===== src/rtl/tdc_uart_streamer_if.sv =====
// FIFO read-port bundle between the TDC timestamp FIFO and its UART readout consumer.
// The master side is the consumer: it issues read strobes and samples data and empty.
interface tdc_uart_streamer_if #(
    parameter int unsigned WORD_W = 32
) ();

    logic              fifo_empty;
    logic              fifo_rd_en;
    logic [WORD_W-1:0] fifo_dout;

    modport master (
        input  fifo_empty,
        input  fifo_dout,
        output fifo_rd_en
    );

    modport slave (
        output fifo_empty,
        output fifo_dout,
        input  fifo_rd_en
    );

endinterface


===== src/rtl/tdc_uart_streamer.sv =====
// Drains the TDC timestamp FIFO after a start pulse and sends each word as NBYTES UART 8N1
// frames, MSB byte first, LSB bit first. The host's CTS is honoured only between bytes.
module tdc_uart_streamer #(
    parameter int unsigned CLK_FREQ_HZ = 200_000_000,
    parameter int unsigned BAUD        = 115200,
    parameter int unsigned WORD_W      = 32
) (
    input  logic                clk,
    input  logic                rst_n,
    input  logic                start,
    tdc_uart_streamer_if.master fifo,
    input  logic                cts_n,
    output logic                tx,
    output logic                rts_n,
    output logic                busy,
    output logic                done,
    output logic [15:0]         word_cnt
);

    localparam int unsigned CLKS_PER_BIT = CLK_FREQ_HZ / BAUD;
    localparam int unsigned NBYTES       = WORD_W / 8;
    localparam int unsigned CntW         = $clog2(CLKS_PER_BIT + 1);
    localparam int unsigned IdxW         = (NBYTES > 1) ? $clog2(NBYTES) : 1;

    localparam logic [CntW-1:0] BitLast  = CntW'(CLKS_PER_BIT - 1);
    // STOP holds one cycle past the stop bit; that is the exit cycle of the inter-frame gap.
    localparam logic [CntW-1:0] StopLast = CntW'(CLKS_PER_BIT);
    localparam logic [IdxW-1:0] IdxLast  = IdxW'(NBYTES - 1);

    if (CLKS_PER_BIT < 4) begin : g_bad_baud
        $error("CLK_FREQ_HZ/BAUD must be at least 4");
    end
    if ((WORD_W % 8) != 0 || WORD_W == 0) begin : g_bad_width
        $error("WORD_W must be a non-zero multiple of 8");
    end

    typedef enum logic [2:0] {
        StIdle,
        StFetch,
        StLoad,
        StWaitCts,
        StStart,
        StData,
        StStop,
        StFinish
    } state_e;

    state_e            state_q, state_d;
    logic [CntW-1:0]   cnt_q, cnt_d;
    logic [2:0]        bit_q, bit_d;
    logic [IdxW-1:0]   idx_q, idx_d;
    logic [WORD_W-1:0] word_q, word_d;
    logic [15:0]       word_cnt_q, word_cnt_d;
    logic              busy_q, busy_d;
    logic              tx_q, tx_d;
    logic              rts_q;
    logic              cts_meta_q, cts_sync_q;
    logic              rd_en;
    logic              cts_ok;
    logic [7:0]        byte_d;

    assign cts_ok          = ~cts_sync_q;
    assign fifo.fifo_rd_en = rd_en;
    assign tx              = tx_q;
    assign rts_n           = rts_q;
    assign busy            = busy_q;
    assign done            = (state_q == StFinish);
    assign word_cnt        = word_cnt_q;

    // Two-flop synchroniser for the asynchronous CTS pin; idles deasserted.
    always_ff @(posedge clk or negedge rst_n) begin
        if (!rst_n) begin
            cts_meta_q <= 1'b1;
            cts_sync_q <= 1'b1;
        end else begin
            cts_meta_q <= cts_n;
            cts_sync_q <= cts_meta_q;
        end
    end

    // RTS asserts from the first edge after reset release and stays asserted.
    always_ff @(posedge clk or negedge rst_n) begin
        if (!rst_n) begin
            rts_q <= 1'b1;
        end else begin
            rts_q <= 1'b0;
        end
    end

    // State and datapath registers; tx is registered so the pin never glitches.
    always_ff @(posedge clk or negedge rst_n) begin
        if (!rst_n) begin
            state_q    <= StIdle;
            cnt_q      <= '0;
            bit_q      <= '0;
            idx_q      <= '0;
            word_q     <= '0;
            word_cnt_q <= '0;
            busy_q     <= 1'b0;
            tx_q       <= 1'b1;
        end else begin
            state_q    <= state_d;
            cnt_q      <= cnt_d;
            bit_q      <= bit_d;
            idx_q      <= idx_d;
            word_q     <= word_d;
            word_cnt_q <= word_cnt_d;
            busy_q     <= busy_d;
            tx_q       <= tx_d;
        end
    end

    // Next-state logic, FIFO strobe, and the next tx level derived from the next state.
    always_comb begin
        state_d    = state_q;
        cnt_d      = cnt_q;
        bit_d      = bit_q;
        idx_d      = idx_q;
        word_d     = word_q;
        word_cnt_d = word_cnt_q;
        busy_d     = busy_q;
        rd_en      = 1'b0;
        tx_d       = 1'b1;
        byte_d     = '0;

        unique case (state_q)
            StIdle: begin
                if (start) begin
                    state_d    = StFetch;
                    word_cnt_d = '0;
                    busy_d     = 1'b1;
                end
            end
            StFetch: begin
                if (fifo.fifo_empty) begin
                    state_d = StFinish;
                end else begin
                    rd_en   = 1'b1;
                    state_d = StLoad;
                end
            end
            StLoad: begin
                word_d  = fifo.fifo_dout;
                idx_d   = '0;
                state_d = StWaitCts;
                if (word_cnt_q != 16'hFFFF) begin
                    word_cnt_d = word_cnt_q + 16'd1;
                end
            end
            StWaitCts: begin
                if (cts_ok) begin
                    cnt_d   = '0;
                    state_d = StStart;
                end
            end
            StStart: begin
                if (cnt_q == BitLast) begin
                    cnt_d   = '0;
                    bit_d   = '0;
                    state_d = StData;
                end else begin
                    cnt_d = cnt_q + 1'b1;
                end
            end
            StData: begin
                if (cnt_q == BitLast) begin
                    cnt_d = '0;
                    if (bit_q == 3'd7) begin
                        state_d = StStop;
                    end else begin
                        bit_d = bit_q + 3'd1;
                    end
                end else begin
                    cnt_d = cnt_q + 1'b1;
                end
            end
            StStop: begin
                if (cnt_q == StopLast) begin
                    cnt_d = '0;
                    if (idx_q < IdxLast) begin
                        idx_d   = idx_q + 1'b1;
                        // Shift the next byte into the top position.
                        word_d  = word_q << 8;
                        state_d = StWaitCts;
                    end else begin
                        state_d = StFetch;
                    end
                end else begin
                    cnt_d = cnt_q + 1'b1;
                end
            end
            StFinish: begin
                busy_d  = 1'b0;
                state_d = StIdle;
            end
            default: begin
                state_d = StIdle;
            end
        endcase

        byte_d = word_d[WORD_W-1 -: 8];
        if (state_d == StStart) begin
            tx_d = 1'b0;
        end else if (state_d == StData) begin
            tx_d = byte_d[bit_d];
        end
    end

endmodule

===== src/flat_wrapper.sv =====
// flat-port wrapper written by rule: the top's interface ports become plain ports
module tdc_uart_streamer_flat 
#(
    parameter int unsigned CLK_FREQ_HZ = 200_000_000,
    parameter int unsigned BAUD        = 115200,
    parameter int unsigned WORD_W      = 32
)
  (clk, rst_n, start, cts_n, tx, rts_n, busy, done, word_cnt, fifo_fifo_empty, fifo_fifo_dout, fifo_fifo_rd_en);
  tdc_uart_streamer_if #(.WORD_W(WORD_W)) fifo_i ();
  input  logic clk;
  input  logic rst_n;
  input  logic start;
  input  logic cts_n;
  output logic tx;
  output logic rts_n;
  output logic busy;
  output logic done;
  output logic [15:0] word_cnt;
  input wire logic [$bits(fifo_i.fifo_empty)-1:0] fifo_fifo_empty;
  input wire logic [$bits(fifo_i.fifo_dout)-1:0] fifo_fifo_dout;
  output wire logic [$bits(fifo_i.fifo_rd_en)-1:0] fifo_fifo_rd_en;
  assign fifo_i.fifo_empty = fifo_fifo_empty;
  assign fifo_i.fifo_dout = fifo_fifo_dout;
  assign fifo_fifo_rd_en = fifo_i.fifo_rd_en;
  tdc_uart_streamer #(.CLK_FREQ_HZ(CLK_FREQ_HZ), .BAUD(BAUD), .WORD_W(WORD_W)) u_core (.clk(clk), .rst_n(rst_n), .start(start), .fifo(fifo_i), .cts_n(cts_n), .tx(tx), .rts_n(rts_n), .busy(busy), .done(done), .word_cnt(word_cnt));
endmodule

===== config.mk =====
export PLATFORM = sky130hd
export DESIGN_NAME = tdc_uart_streamer_flat
export DESIGN_NICKNAME = d
export VERILOG_FILES = /design/src/rtl/tdc_uart_streamer_if.sv /design/src/rtl/tdc_uart_streamer.sv /design/src/flat_wrapper.sv
export SDC_FILE = /design/constraint.sdc
export NUM_CORES = 1
export LEC_CHECK = 0
export CAP_MARGIN = 10
export CORE_MARGIN = 2
export CORE_UTILIZATION = 55
export CTS_BUF_LIST = sky130_fd_sc_hd__clkbuf_8
export CTS_CLUSTER_SIZE = 16
export DETAILED_ROUTE_END_ITERATION = 7
export PLACE_DENSITY_LB_ADDON = 0.2
export SLEW_MARGIN = 25
export SYNTH_ARGS = -nofsm -noshare
export SYNTH_HDL_FRONTEND = slang
export SYNTH_SLANG_ARGS = --single-unit

===== constraint.sdc =====
create_clock -name clk -period 2.4 [get_ports clk]
set_clock_uncertainty 0.05 [all_clocks]
set_input_delay 0.36 -clock clk [delete_from_list [all_inputs] [get_ports clk]]
set_output_delay 0.36 -clock clk [all_outputs]
set_load 0.1 [all_outputs]

## After elaboration in Yosys (flattened, before gate mapping)

Cells that the tools add are included.

| word-level totals | value |
|---|---|
| bits in registers | 72 |
| bits in latches | 0 |
| RAM bits | 0 |
| ROM bits | 0 |
| input port bits | 37 |
| logic and storage cells | 80 |
| memories kept | 0 |

| operators by class | value |
|---|---|
| add/subtract/negate cells | 4 |
| multipliers | 0 |
| div/mod/pow operators | 0 |
| $lt $le $gt $ge | 2 |
| equality and inequality tests | 18 |
| shifts and indexed selects | 0 |
| muxes and demuxes | 34 |
| bitwise logic cells | 0 |
| reduce and logical (&&, ||, !) cells | 10 |

Operator list:

| kind | number |
|---|---|
| $mux W32 | 2 |
| $pmux W32 S2 | 1 |
| $mux W11 | 3 |
| $pmux W11 S3 | 1 |
| $mux W16 | 2 |
| $pmux W16 S2 | 1 |
| $mux W3 | 10 |
| $pmux W3 S8 | 1 |
| $eq A11 B11 Y1 const B | 2 |
| $eq A3 B3 Y1 const B | 7 |
| $add A16 B1 Y16 const B | 1 |
| $ne A16 B16 Y1 const B | 1 |
| $add A11 B1 Y11 const B | 1 |
| $eq A3 B2 Y1 const B | 2 |
| $mux W1 | 6 |
| $mux W2 | 3 |
| $ne A2 B1 Y1 const B | 3 |
| $pmux W3 S2 | 1 |
| $reduce_and A3 Y1 | 2 |
| $reduce_bool A2 Y1 | 3 |
| $lt A3 B4 Y1 const B | 1 |
| $ne A2 B2 Y1 const B | 2 |
| $pmux W2 S2 | 1 |
| $reduce_and A2 Y1 | 2 |
| 9 further kinds | 9 |

## Depth between registers and ports, before layout

Gate-level depths: netlist of the first run.

| depth | value |
|---|---|
| word-level depth | 8 |
| mapped depth | 10 |
| gate-level depth less buffers | 9 |

## Worst setup path after synthesis of the first run

No wires, ideal clock.

| path | value |
|---|---|
| kind | flip-flop to output port |
| start | reg u_core.state_q[2] |
| end | out fifo_fifo_rd_en |
| data arrival time | 3641 ps |
| data required time | 1990 ps |
| path slack | -1651 ps |
| cell stages (with the launch flop) | 4 |
| cells stage by stage | dfrtp_1 > clkbuf_1 > clkbuf_1 > nor4_1 |

| between the ends | value |
|---|---|
| longest elaborated chain between the ends | 2 |

RTL lines:

| item | RTL line | RTL |
|---|---|---|
| start, declared | tdc_uart_streamer.sv:48 | `state_e state_q, state_d;` |
| start signal, assigned | tdc_uart_streamer.sv:93 | `state_q <= StIdle;` |
| start signal, assigned | tdc_uart_streamer.sv:102 | `state_q <= state_d;` |
| $eq A3 B1 Y1 | tdc_uart_streamer.sv:126 | `unique case (state_q)` |
| $mux W1 | tdc_uart_streamer.sv:126 |  |
| end, declared | flat_wrapper.sv:21 | `output wire logic [$bits(fifo_i.fifo_rd_en)-1:0] fifo_fifo_rd_en;` |

No other way between the ends.

## Worst setup path in the final report of the first run

| path | value |
|---|---|
| start | reg u_core.cnt_q[5] |
| end | reg u_core.tx_q (netlist: u_core.tx) |

| between the ends | value |
|---|---|
| longest elaborated chain between the ends | 7 |
| elaborated cells on any way between the ends | 17 |
| those cells by class | eq/ne: 4; mux: 13 |

RTL lines:

| item | RTL line | RTL |
|---|---|---|
| start, declared | tdc_uart_streamer.sv:49 | `logic [CntW-1:0] cnt_q, cnt_d;` |
| start signal, assigned | tdc_uart_streamer.sv:103 | `cnt_q <= cnt_d;` |
| $eq A11 B11 Y1 | tdc_uart_streamer.sv:178 | `if (cnt_q == StopLast) begin` |
| $mux W32 | tdc_uart_streamer.sv:178 |  |
| $pmux W32 S2 | tdc_uart_streamer.sv:126 |  |
| via u_core.word_d[27] | tdc_uart_streamer.sv:52 | `logic [WORD_W-1:0] word_q, word_d;` |
| $bmux W1 S3 | tdc_uart_streamer.sv:205 | `tx_d = byte_d[bit_d];` |
| $mux W1 (not written as such) | tdc_uart_streamer.sv:205 |  |
| $mux W1 | tdc_uart_streamer.sv:204 | `end else if (state_d == StData) begin` |
| $mux W1 | tdc_uart_streamer.sv:202 | `if (state_d == StStart) begin` |
| via u_core.tx_d | tdc_uart_streamer.sv:55 | `logic tx_q, tx_d;` |
| end signal, assigned | tdc_uart_streamer.sv:109 | `tx_q <= tx_d;` |
| end, declared | tdc_uart_streamer.sv:55 |  |

The timed path passes the listed nets, and every way through them passes these cells. The select of a mux whose other input is x is not followed.
A chain may end at the register's enable or synchronous reset.

==> results of run 1 <==
worst register-to-register path: stages, from the launching register on:
cell,delay [ps]
dfrtp_1,430
and3b_1,410
nand4b_4,150
a21o_4,300
a221o_1,340
mux2_2,270
o22ai_1,160
o31ai_1,90
per-stage QoR:
stage	std cells	total power [W]	hold slack, ps	util	cell area, µm²
4_1_cts	505	0.00551	310	0.711	4490
3_5_place_dp	488	0.00441	299	0.675	4260
5_1_grt	505	0.00583	316	0.713	4500
2_1_floorplan	358	0.00371	14.4	-	3580
3_3_place_gp	488	0.00434	295	0.675	4260
6_report	505	0.00548	308	0.713	4500
how the worst min path moves through the flow:
stage               cells after the start  slack, ps              start                end
CTS                                     0        310  u_core.cts_meta_q  u_core.cts_sync_q
detailed placement                      0        300  u_core.cts_meta_q  u_core.cts_sync_q
global route                            0        320  u_core.cts_meta_q  u_core.cts_sync_q
finish                                  0        310  u_core.cts_meta_q  u_core.cts_sync_q
floorplan                               0         10              rst_n    u_core.bit_q[0]
global placement                        0        300  u_core.cts_meta_q  u_core.cts_sync_q
state kept, by name, summed over array words and instances (netlist names):
signal / count
u_core.word_cnt: 16
u_core.busy: 1
u_core.rts_n: 1
u_core.tx: 1
u_core.cts_meta_q: 1
u_core.bit_q: 3
u_core.state_q: 3
u_core.cts_sync_q: 1
u_core.idx_q: 2
u_core.word_q: 32
u_core.cnt_q: 11
logic make-up (layout without fill, tap and decap cells):
logic type | Yosys count | after routing | share of synthesized area
simple gates | 152 | 152 | 0.214
buf+inv | 26 | 96 | 0.0303
other cells | 1 | 1 | 0.00106
flops | 72 | 72 | 0.509
compound gates | 76 | 76 | 0.159
fa+ha+maj | 5 | 5 | 0.0176
xor+xnor | 16 | 16 | 0.0394
mux | 10 | 10 | 0.0303
timing repair:
item,in CTS,in global routing
hold endpoints to repair,25,0
resized for setup,0,3
endpoints found under the setup margin,0,6
hold buffers,1,0
synthesized netlist by cell type (6+ instances only):
library cell  number  area share
a22oi_1           17       0.036
nand3_1           11       0.015
nand2_1           52       0.055
xor2_1             6       0.015
and3_1             7       0.012
a221o_1            7       0.020
clkbuf_1          11       0.012
o21ai_0           19       0.027
nor2_1            37       0.039
dfrtp_1           68        0.48
nor3_1             6      0.0085
inv_1             10       0.011
mux2_2             6       0.019
xnor2_1           10       0.025
a22o_1            11       0.027
and2_1             8       0.014
power breakdown:
group | switching, W | internal [W] | total, W
Sequential | 0.000330 | 0.00164 | 0.00197
Clock | 0.000463 | 0.000608 | 0.00107
Combinational | 0.00157 | 0.000876 | 0.00245
area by class of cell:
cell class | count | area (µm²)
Sequential cell | 72 | 1820
Fill cell | 476 | 1810
Multi-Input combinational cell | 260 | 1670
Timing Repair Buffer | 70 | 663
Clock buffer | 10 | 138
Tap cell | 77 | 96.3
Clock inverter | 6 | 82.6
Inverter | 10 | 37.5
routing by layer:
| layer | vias up | part of all wire | GRT usage |
|---|---|---|---|
| li1 | 1403 | - | - |
| met1 | 1436 | 0.44 | 0.323 |
| met2 | 78 | 0.50 | 0.382 |
| met3 | 13 | 0.043 | 0.0511 |
| met4 | 0 | 0.015 | 0.108 |
| met5 | - | 0 | 0 |
==> flow_summary.toml, run 1 <==
[run_status]
outcome = "complete, no violations"

[cts]
post_cts_buffers = 0
cts_buffers = 9
cts_tree = "done"
numClockSinks = 72
clk_latency_ps = 350
ctsRootBufferMaster = "clkbuf_8"
clkTransAtPathRegs_ps = 80
htree_levels = 3
clk_path_buf_depth = 2

[cells_and_area]
areaGrowthSynthToFinish_pct = 26.8
nets = 465
layout-drive-gt1-share = 0.189
antenna_cells = 0
final_cell_mix = "58 x dfrtp_1, 52 x nand2_1, 36 x nor2_1, 35 x clkdlybuf4s50_1, 29 x buf_4"
layout_commonest_cell = "dfrtp_1"

[worst_setup_path]
crit_family = "compound AO/OA/AOI/OAI gates"
r2r_cells = 7
r2r-end = "u_core.tx"
critPathLaunch = "u_core.cnt_q[5]"
worstPathRequired_ps = 2630
crit_arrival_ps = 2500
path_max_fanout = 15
cp.depth = 7
crit_path_end_kind = "flip-flop"
worstPathCellList = "and3b_1, nand4b_4, a21o_4, a221o_1, mux2_2, o22ai_1, o31ai_1"
r2r_setup_slack_ps = 130
slowest_stage = "dfrtp_1"
path_class = "reg -> reg"
r2r_start = "u_core.cnt_q[5]"
slowest_delay_ps = 430
startpoint_type = "flip-flop"
cp_num_buf_inv = 0
crit_end = "u_core.tx"

[drt]
routedWlPerCell_um = 15.5
wl_um = 7840
antenna_left = 0
first_pass_iters = 4
drt-initial-drc-count = 179
drc = 0
vias = 2930
via_per_inst = 5.80

[synthesis]
async_flop_share = 1.00
ys_warn_count = 0
ys_ff_latch = 72
yosysSeqAreaShare = 0.509
netlist_area_um2 = 3550
synth_edf_count = 0
avgSynthCellArea_um2 = 9.92
syn_inst = 358
ys_types = 53
synth_flop_cell = "dfrtp_1"
synthesis.nets = 400

[placed_design]
dp_slack_ps = 142
hpwlAfterDp_um = 5510
place_congestion = 0.924
io_buffers = 57

[timing]
setup_ws_ps = 127
slew_headroom = 0.596
max_freq_ghz = 0.440
tightest_slew_ps = 606
final_hold_viol_count = 0
finalCritPeriodShare = 0.947
finalMaxSlewViolations = 0
setup_tns_ps = 0
period_needed_ps = 2270
rsz0062_at_grt = "no"
setup_violations = 0

[run]
maxCapViolations = 0

[worst_hold_path]
hp-class = "reg -> reg"

[global_routing]
antenna_found_initial = 0
overflow = 0
grt_pass1_vias = 2981
grt_max_degree = 48
grt_use_total = 0.241
grt_pass1_wl_um = 13700

[floorplan]
die-width_um = 84.4
start_util = 0.563
rows = 29
ios = 58
core_area_um2 = 6310
design.die.area_um2 = 7120
die_h_um = 84.4

[pwr]
vdd_drop_max_mv = 0.911
p_leak_nw = 2.08
powerDensity_nw_per_um2 = 1220
No activity file was read; power rests on OpenSTA's default activity.
==> run 2, diff against run 1 <==
CORE_ASPECT_RATIO = 1.5   (was not set)
==> run 2 against run 1 <==
Net effect: worst hold slack better by 34 ps; clock-buffer cell count did not move; core utilization is 2.0 points higher; critical path type unchanged; largest power group unchanged; highest routed layer unchanged.
==> flow_summary.toml, run 2 (synthesis results as in run 1) <==
[floorplan]
die-width_um = 69.6
design.die.area_um2 = 7130
rows = 35
start_util = 0.575
ios = 58
die_h_um = 102
core_area_um2 = 6170

[cells_and_area]
layout_commonest_cell = "dfrtp_1"
largest_register_ffs = 32
areaGrowthSynthToFinish_pct = 27.5
layout-drive-gt1-share = 0.209
final_cell_mix = "58 x dfrtp_1, 52 x nand2_1, 38 x buf_4, 36 x nor2_1, 35 x clkdlybuf4s50_1"
top_register = "u_core.word_q"
nets = 473
stdcell_count = 510
antenna_cells = 0

[cts]
clk_path_buf_depth = 2
numClockSinks = 72
clkTransAtPathRegs_ps = 80
cts_tree = "done"
clk_latency_ps = 350
cts_buffers = 9
htree_levels = 3
ctsRootBufferMaster = "clkbuf_8"

[worst_setup_path]
critPathLaunch = "u_core.cnt_q[4]"
slowest_delay_ps = 440
slowest_stage = "dfrtp_1"
startpoint_type = "flip-flop"
worstPathRequired_ps = 2620
r2r_start = "u_core.cnt_q[4]"
crit_path_end_kind = "flip-flop"
crit_arrival_ps = 2440
cp_num_buf_inv = 1
path_max_fanout = 13
crit_family = "compound AO/OA/AOI/OAI gates"
r2r_setup_slack_ps = 170
worstPathCellList = "and4bb_4, nand4b_4, a21o_4, buf_4, a22o_1, mux2_2, o21ai_2, o31ai_1"
path_class = "reg -> reg"

[timing]
setup_violations = 0
tightest_slew_ps = 605
max_freq_ghz = 0.449
period_needed_ps = 2230
final_hold_viol_count = 0
finalMaxSlewViolations = 0
finalCritPeriodShare = 0.928
setup_ws_ps = 174
slew_headroom = 0.596

[global_routing]
grt_use_total = 0.234
grt_pass1_wl_um = 13300
grt_max_degree = 30
grt_pass1_vias = 2927
antenna_found_initial = 0
overflow = 0

[pwr]
powerDensity_nw_per_um2 = 1190
p_leak_nw = 2.11
vdd_drop_max_mv = 0.716

[drt]
first_pass_iters = 4
vias = 2878
drt-met1-wl_um = 3270
antenna_left = 0
via_per_inst = 5.64
drc = 0
dr_wl_met2_um = 3940
wl_um = 7650
routedWlPerCell_um = 15.0
top_layer = "met4"
wl_met3_um = 305
drt-initial-drc-count = 243

[placed_design]
dp_slack_ps = 157
placedCellCount = 489
place_congestion = 0.845
io_buffers = 57
hpwlAfterDp_um = 5520

[run_status]
outcome = "complete, no violations"

[worst_hold_path]
min-delay-start = "u_core.cts_meta_q"
hp-class = "reg -> reg"

[run]
maxCapViolations = 0
-- run 2: stage by stage --
stage	area (µm²)	hold WS, ps	utilization	TNS [ps]	power [W]
6_report	4530	342	0.734	0	0.00539
5_1_grt	4530	341	0.734	-0.203	0.00573
4_1_cts	4480	341	0.726	0	0.00536
3_5_place_dp	4280	326	0.692	0	0.00439
3_3_place_gp	4280	316	0.692	0	0.00432
2_1_floorplan	3580	14.4	-	0	0.00371
-- run 2: timing repair --
action	in CTS	in global routing
hold buffers	1	0
hold endpoints to repair	23	0
setup buffers	0	4
gates resized for setup	0	7
setup endpoints to repair	0	2
-- run 2: area by class of cell --
type                       instances  area, µm²
sequential                        72       1820
multi-input combinational        260       1670
fill                             444       1640
timing repair buffer              78        711
clock buffer                      10        138
tap                               74       92.6
clock inverter                     6       60.1
inverter                          10       37.5
-- run 2: where the power goes --
group | internal, W | leakage [nW] | total [W] | switching, W
Combinational | 0.000907 | 1.10 | 0.00247 | 0.00156
Clock | 0.000503 | 0.103 | 0.000956 | 0.000453
Sequential | 0.00164 | 0.907 | 0.00197 | 0.000330
-- run 2: metal layers --
layer  GRT usage  up-vias
li1            -     1411
met4      0.0962        0
met5           0        -
met1       0.284     1377
met2       0.412       79
met3      0.0473       11
-- run 2: worst paths after layout --
kind / to / depth (start not counted)
max in group asynchronous: u_core.cnt_q[8] / 3
worst max register to register: u_core.tx / 8
worst min register to register: u_core.cts_sync_q / 0
worst max-delay path: u_core.tx / 8
min in group asynchronous: u_core.word_q[23] / 2
worst min-delay path: u_core.cts_sync_q / 0
